===== config.mk =====
export PLATFORM = sky130hd
export DESIGN_NAME = alu_cmd_master
export DESIGN_NICKNAME = d
export VERILOG_FILES = /design/src/rtl/alu_cmd_master.sv
export SDC_FILE = /design/constraint.sdc
export NUM_CORES = 1
export LEC_CHECK = 0
export CAP_MARGIN = 5
export CORE_MARGIN = 2
export CORE_UTILIZATION = 41
export DETAILED_ROUTE_END_ITERATION = 8
export PLACE_DENSITY = 0.78
export SETUP_SLACK_MARGIN = 0.5
export SLEW_MARGIN = 20
export SYNTH_ARGS = -nofsm -noshare
export SYNTH_HDL_FRONTEND = slang
export SYNTH_SLANG_ARGS = --single-unit

===== constraint.sdc =====
create_clock -name clk -period 2.1 [get_ports clk]
set_clock_uncertainty 0.05 [all_clocks]
set_input_delay 0.42 -clock clk [delete_from_list [all_inputs] [get_ports clk]]
set_output_delay 0.42 -clock clk [all_outputs]
set_load 0.01 [all_outputs]

===== src/rtl/alu_cmd_master.sv =====
// Command-side master for the registered 4-bit ALU: one command in flight.
// Optional divide-by-zero flag output enabled by defining ALU_DIV0_FLAG_EN.
module alu_cmd_master #(
  parameter int ALU_LATENCY = 2
) (
  input  logic       clk,
  input  logic       rst_n,
  input  logic       cmd_valid,
  output logic       cmd_ready,
  input  logic [3:0] cmd_a,
  input  logic [3:0] cmd_b,
  input  logic [2:0] cmd_op,
  output logic [7:0] alu_ui,
  output logic [2:0] alu_sel,
  input  logic [7:0] alu_res,
  output logic       rsp_valid,
  input  logic       rsp_ready,
  output logic [7:0] rsp_data,
`ifdef ALU_DIV0_FLAG_EN
  output logic       rsp_err,
`endif
  output logic [2:0] rsp_op,
  output logic       busy
);

  typedef enum logic [1:0] {
    S_IDLE,
    S_WAIT,
    S_RESP
  } state_t;

  state_t      state_q;
  logic [3:0]  cnt_q;
  logic [7:0]  ui_q;
  logic [2:0]  sel_q;
  logic [7:0]  data_q;
  logic [2:0]  op_q;
  logic        vld_q;
  logic        err_q;

  // Counter runs L..0 so the result is sampled L+1 edges after
  // the operands are driven (ALU input reg + output reg + our capture).
  always_ff @(posedge clk) begin
    if (!rst_n) begin
      state_q <= S_IDLE;
      cnt_q   <= '0;
      ui_q    <= '0;
      sel_q   <= '0;
      data_q  <= '0;
      op_q    <= '0;
      vld_q   <= 1'b0;
      err_q   <= 1'b0;
    end else begin
      unique case (state_q)
        S_IDLE: begin
          if (cmd_valid) begin
            ui_q    <= {cmd_b, cmd_a};
            sel_q   <= cmd_op;
            op_q    <= cmd_op;
            cnt_q   <= 4'(ALU_LATENCY);
            state_q <= S_WAIT;
          end
        end
        S_WAIT: begin
          if (cnt_q == 4'd0) begin
            data_q  <= alu_res;
            err_q   <= (sel_q == 3'd7) && (ui_q[7:4] == 4'd0);
            vld_q   <= 1'b1;
            state_q <= S_RESP;
          end else begin
            cnt_q <= cnt_q - 4'd1;
          end
        end
        S_RESP: begin
          if (rsp_ready) begin
            vld_q   <= 1'b0;
            err_q   <= 1'b0;
            state_q <= S_IDLE;
          end
        end
        default: state_q <= S_IDLE;
      endcase
    end
  end

  assign cmd_ready = rst_n & (state_q == S_IDLE);
  assign busy      = (state_q != S_IDLE);
  assign alu_ui    = ui_q;
  assign alu_sel   = sel_q;
  assign rsp_valid = vld_q;
  assign rsp_data  = data_q;
  assign rsp_op    = op_q;
`ifdef ALU_DIV0_FLAG_EN
  assign rsp_err   = err_q;
`else
  logic unused_err;
  assign unused_err = err_q;
`endif

endmodule


==> flow_metrics.env, run 1 <==
export IMPL_num_io_pins=48
export IMPL_fin_util_pct=67.2
export IMPL_slowest_stage="dfxtp_4"
export IMPL_synth_mux_area_share_pct=0.911
export IMPL_wl_per_cell_um=13.0
export IMPL_grt_overflow=0
export IMPL_portBuffers=47
export IMPL_die_y_um=55.8
export IMPL_grtUsageTotal_pct=18.3
export IMPL_tns_ns=0
export IMPL_diodes=0
export IMPL_min_path_type="register to register"
export IMPL_postSynthCellCount=130
export IMPL_synthSimpleGateAreaFrac_pct=24.0
export IMPL_via_count=1102
export IMPL_setup_slack_ns=0.503
export IMPL_crit_end="cmd_ready"
export IMPL_cp_max_fo=2
export IMPL_power_uw=1440
export IMPL_arrival_ns=1.13
export IMPL_synth_xor_area_share_pct=0
export IMPL_ir_drop_v=0.000521
export IMPL_root_buffer="clkbuf_4"
export IMPL_grt_max_degree=24
export IMPL_routed_wl_mm=2.74
export IMPL_total_leakage_power_uw=0.000739
export IMPL_r2r_end="cnt_q[2]"
export IMPL_clk_latency_ns=0.32
export IMPL_setup_viol=0
export IMPL_period_needed_ns=1.60
export IMPL_end_kind="output pin"
export IMPL_fmax_mhz=626
export IMPL_ys_types=29
export IMPL_clkTransAtPathRegs_ns=0.14
export IMPL_cts_tree="done"
export IMPL_die_area_um2=3110
export IMPL_seq_area_frac_synth_pct=47.4
export IMPL_area_growth_pct=52.8
export IMPL_startpoint="state_q[1]"
export IMPL_max_stage_delay_ns=0.37
export IMPL_place_ws_ns=0.0380
export IMPL_worstPathRequired_ns=1.63
export IMPL_finalHoldViolCount=0
export IMPL_r2r_cells=5
export IMPL_synth_compound_area_share_pct=19.0
export IMPL_synth_area_leaders="dfxtp_1 (47%), a21oi_1 (9.1%), nand2_1 (7.9%)"
export IMPL_drive_gt1_share_pct=16.1
export IMPL_min_period_over_period_pct=76.0
export IMPL_outcome="finished clean"
export IMPL_cts_buffer_depth=2
export IMPL_synth_ff_latch_count=26
export IMPL_synth_avg_cell_area_um2=8.45
export IMPL_fin_area_um2=1680
export IMPL_rsz0062_at_grt="true"
export IMPL_grt_pass1_wl_mm=4.59
export IMPL_fp_coreArea_um2=2500
export IMPL_synthAdderAreaFrac_pct=1.14
export IMPL_cts_hold_fix_buffers=0
export IMPL_gp_congestion=0.802
export IMPL_relSlewSlack_pct=74.0
export IMPL_die_x_um=55.8
export IMPL_ff2ff_setup_slack_ns=0.54
export IMPL_path_cells="or2_4 -> nor2_2 -> buf_2"
export IMPL_powerDensity_nw_per_um2=858
export IMPL_cts_htree_levels=1
export IMPL_start_util_pct=43.9
export IMPL_worst_pin_slew_ns=0.390
export IMPL_dr_pass1_iters=4
export IMPL_r2r_start="cnt_q[1]"
export IMPL_path_class="register to output pin"
export IMPL_via_per_inst=5.25
export IMPL_place_area_um2=1580
export IMPL_grt_pass1_vias=1046
export IMPL_synth_net_count=154
export IMPL_num_rows=18
export IMPL_drt_iter0_drc=21
export IMPL_yosysTopAreaCellShare_pct=47.4
export IMPL_synth_top_area_cell="dfxtp_1"
export IMPL_synth_top_family_by_area="simple AND/OR/NAND/NOR gates"
export IMPL_maxSlewViolCount=0
export IMPL_finalNetCount=205
export IMPL_max_cap_viol_count=0
export IMPL_yosys_warnings=0
export IMPL_dp_hpwl_mm=1.93
export IMPL_drc=0
export IMPL_critPathLaunchType="register"
export IMPL_cts_made_buffers=3
export IMPL_ant_nets=0
export IMPL_antenna_found_initial=0
export IMPL_clkSinkCount=26
export IMPL_synth_cell_area_um2=1100
-- stage by stage --
step / hold slack, ns / std cells
3_3_place_gp: 0.393 / 202
3_5_place_dp: 0.404 / 202
4_1_cts: 0.420 / 209
2_1_floorplan: 0.431 / 130
5_1_grt: 0.441 / 210
6_report: 0.416 / 210
-- final cells by class --
type,instances,area (um^2)
fillers,217,821
repair buffers,56,508
clock inverters,1,30.0
flip-flops and latches,26,531
multi-input cells,88,528
well taps,30,37.5
inverters,6,22.5
clock buffers,3,22.5
-- state kept, by name, summed over array words and instances, names as in the netlist --
signal,cells
alu_ui,8
rsp_data,8
cnt_q,4
rsp_op,3
state_q,2
rsp_valid,1
-- repair_timing --
action / in CTS / in global routing
buffers inserted: 3 / 1
gates resized for setup: 41 / 7
pin swaps: 4 / 4
setup endpoints to repair: 36 / 12
-- worst max-delay path: cells and delay by family, from the launching register on --
family | cells | cell delay, ns
and+or+nand+nor | 2 | 0.32
DFF | 1 | 0.37
buffers and inverters | 1 | 0.12
-- power breakdown --
group | total [uW] | internal [uW] | switching [uW]
clock | 343 | 193 | 150
sequential | 600 | 556 | 43.4
combinational | 499 | 254 | 245
-- logic make-up after synthesis --
family,count (synthesis)
AND/OR/NAND/NOR,49
AO/OA/AOI/OAI,37
flip-flops,26
buffers and inverters,16
multiplexers,1
adder cells (fa/ha/maj),1
-- worst min path at each step --
stage | from | end | slack (ns) | cells after the start
floorplan | alu_ui[0] | alu_ui[0] | 0.43 | 2
global placement | alu_ui[2] | alu_ui[2] | 0.39 | 2
detailed placement | alu_ui[1] | alu_ui[1] | 0.40 | 2
CTS | alu_ui[4] | alu_ui[4] | 0.42 | 2
global route | alu_ui[4] | alu_ui[4] | 0.44 | 2
finish | alu_ui[4] | alu_ui[4] | 0.42 | 2
-- cells in the mapped netlist, drive strengths merged --
master and count:
dfxtp 26, a31oi 1, o21ai 10, o21a 2, or2b 1, o21bai 1, nor2b 1, nor3 2
nand2 23, or2 1, o211ai 1, inv 6, clkbuf 3, nand3 10, nor4bb 1, nor3b 3
a21oi 20, o311a 1, buf 7, nor2 2, a211oi 1, ha 1, mux2i 1, or3b 2
or3 2, or4 1
-- cell usage in the layout (no fill, tap or decap), drive strengths merged --
cell type,n
or2b,1
ha,1
inv,6
nor3,2
clkdlybuf4s50,21
buf,11
or3b,2
o21ai,10
dlygate4sd2,23
mux2i,1
nand2,23
nor4bb,1
nor3b,3
nand3,10
or4,1
o21bai,1
o211ai,1
dlymetal6s2s,1
clkbuf,3
or3,2
a21oi,20
o311a,1
nor2,2
a31oi,1
o21a,2
dfxtp,26
bufinv,1
or2,1
a211oi,1
nor2b,1
-- per-layer routing --
layer	global-route usage [%]	wire [um]
met1	21.6	1180
met2	31.5	1390
met3	3.02	142
met4	9.76	27
met5	0	0
Note: power is estimated with default switching activity, not from simulation.
==> run 2: changes to the inputs <==
==> constraint.sdc (replaced) <==
create_clock -name clk -period 1.5 [get_ports clk]
set_clock_uncertainty 0.05 [all_clocks]
set_input_delay 0.3 -clock clk [delete_from_list [all_inputs] [get_ports clk]]
set_output_delay 0.3 -clock clk [all_outputs]
set_load 0.01 [all_outputs]
==> run 2 against run 1 <==
The run now ends with setup timing left. Wire length grew 58%. Design area grew 26%. Utilization grew 18 points. Hold slack gained 0.015 ns. Sequential power grew 45%. Combinational power grew 130%. Global-route usage grew 5.3 points. Clock power shrank 9.6%. Critical path type is now register to register. Via count grew 17%.
==> flow_metrics.env, run 2 (same netlist as run 1, synthesis figures left out) <==
export IMPL_slowest_stage="or3b_2"
export IMPL_end_kind="register"
export IMPL_grt_pass1_vias=1196
export IMPL_ir_drop_v=0.000981
export IMPL_num_rows=18
export IMPL_wl_per_cell_um=18.6
export IMPL_path_class="register to register"
export IMPL_drive_gt1_share_pct=64.4
export IMPL_dp_hpwl_mm=2.11
export IMPL_routed_wl_mm=4.33
export IMPL_whs_path_depth=2
export IMPL_r2r_cells=5
export IMPL_hold_ws_ns=0.431
export IMPL_via_count=1285
export IMPL_clkSinkCount=26
export IMPL_gp_congestion=0.740
export IMPL_maxSlewViolCount=0
export IMPL_place_area_um2=1680
export IMPL_diodes=0
export IMPL_grt_util_met2_pct=42.9
export IMPL_setup_viol=5
export IMPL_layout_commonest_cell="buf_6"
export IMPL_die_x_um=55.8
export IMPL_cts_htree_levels=1
export IMPL_max_cap_viol_count=0
export IMPL_die_y_um=55.8
export IMPL_period_needed_ns=1.58
export IMPL_dr_pass1_iters=4
export IMPL_path_cells="inv_2 -> ha_4 -> or3b_2 -> o21ai_1 -> a21oi_1"
export IMPL_setup_slack_ns=-0.0752
export IMPL_cp_max_fo=5
export IMPL_total_leakage_power_uw=0.000863
export IMPL_finalNetCount=227
export IMPL_drt_iter0_drc=59
export IMPL_violations="setup timing"
export IMPL_grt_use_met3_pct=6.05
export IMPL_ant_nets=0
export IMPL_max_stage_delay_ns=0.53
export IMPL_grt_max_degree=24
export IMPL_final_cell_mix="buf_6 (37), dfxtp_2 (23), clkdlybuf4s50_1 (21)"
export IMPL_clkTransAtPathRegs_ns=0.14
export IMPL_place_ws_ns=-0.320
export IMPL_portBuffers=47
export IMPL_fmax_mhz=635
export IMPL_rsz0062_at_grt="true"
export IMPL_root_buffer="clkbuf_4"
export IMPL_clk_latency_ns=0.32
export IMPL_fin_area_um2=2120
export IMPL_via_per_inst=5.54
export IMPL_cts_buffer_depth=2
export IMPL_grt_pass1_wl_mm=5.69
export IMPL_drc=0
export IMPL_start_util_pct=43.9
export IMPL_cts_made_buffers=3
export IMPL_relSlewSlack_pct=70.6
export IMPL_worstPathRequired_ns=1.66
export IMPL_die_area_um2=3110
export IMPL_ff2ff_setup_slack_ns=-0.08
export IMPL_min_period_over_period_pct=105
export IMPL_antenna_found_initial=0
export IMPL_power_uw=2320
export IMPL_min_to="alu_ui[6]"
export IMPL_r2r_start="cnt_q[1]"
export IMPL_fin_util_pct=84.7
export IMPL_grtUsageTotal_pct=23.6
export IMPL_min_path_type="register to register"
export IMPL_worst_pin_slew_ns=0.439
export IMPL_arrival_ns=1.74
export IMPL_r2r_end="rsp_data[0]"
export IMPL_cts_tree="done"
export IMPL_grt_overflow=0
export IMPL_grt_busiest_layer="met2"
export IMPL_outcome="finished with violations"
export IMPL_finalHoldViolCount=0
export IMPL_critPathLaunchType="register"
export IMPL_grt_util_met1_pct=26.7
export IMPL_num_io_pins=48
export IMPL_area_growth_pct=92.8
export IMPL_hp_start="alu_ui[6]"
export IMPL_powerDensity_nw_per_um2=1100
export IMPL_fp_coreArea_um2=2500
run 2: cell types whose count changed in the layout (fill, tap and decap cells not counted), sizes merged:
| cell | change |
|---|---|
| dlygate4sd2 | -22 |
| buf | +43 |
| clkbuf | +1 |
| dlymetal6s2s | -1 |
| bufinv | -1 |
| or3b | +2 |
run 2: cell type report:
type                    instances  area (um^2)
flip-flops and latches         26          553
inverters                       6         22.5
repair buffers                 76          763
fillers                       134          382
well taps                      30         37.5
multi-input cells              90          716
clock buffers                   4         26.3
run 2: power by group:
group / leakage (uW) / switching [uW] / internal (uW)
logic: 0.000625 / 545 / 597
registers: 0.000223 / 81.4 / 791
clock network: 0.0000150 / 205 / 104
total: 0.000863 / 832 / 1490
run 2: how the worst max path moves through the flow:
stage,to,cells after the start,start
after global routing,rsp_data[0],5,cnt_q[1]
final,rsp_data[0],5,cnt_q[1]
after floorplan,cnt_q[2],5,cnt_q[0]
after detailed placement,cmd_ready,4,rst_n
after global placement,cmd_ready,4,rst_n
after CTS,cnt_q[2],5,cnt_q[1]
run 2: metal layers:
layer | routed length [um] | share of wire, %
met1 | 1650 | 38
met2 | 2330 | 54
met3 | 227 | 5.2
met4 | 126 | 2.9
met5 | 0 | 0
run 2: what timing repair did:
| item | 4_1_cts | 5_1_grt |
|---|---|---|
| gates cloned | 3 | 0 |
| buffers inserted | 9 | 7 |
| pin swaps | 31 | 14 |
| setup endpoints to repair | 51 | 51 |
| hold buffers | 0 | 0 |
| resized for setup | 173 | 34 |
run 2: worst max-delay path, delay by kind of cell (launching register included):
| family | cells | cell delay, ns |
|---|---|---|
| buffers and inverters | 1 | 0.07 |
| adders and majority gates | 1 | 0.15 |
| and+or+nand+nor | 1 | 0.53 |
| DFF | 1 | 0.35 |
| AOI/OAI and AO/OA | 2 | 0.32 |
run 2: metrics by stage:
| stage | cells | setup TNS [ns] |
|---|---|---|
| global placement | 209 | -2.64 |
| detailed placement | 209 | -2.93 |
| CTS | 225 | -0.0383 |
| finish | 232 | -0.173 |
| floorplan | 130 | 0 |
| global route | 232 | -0.617 |
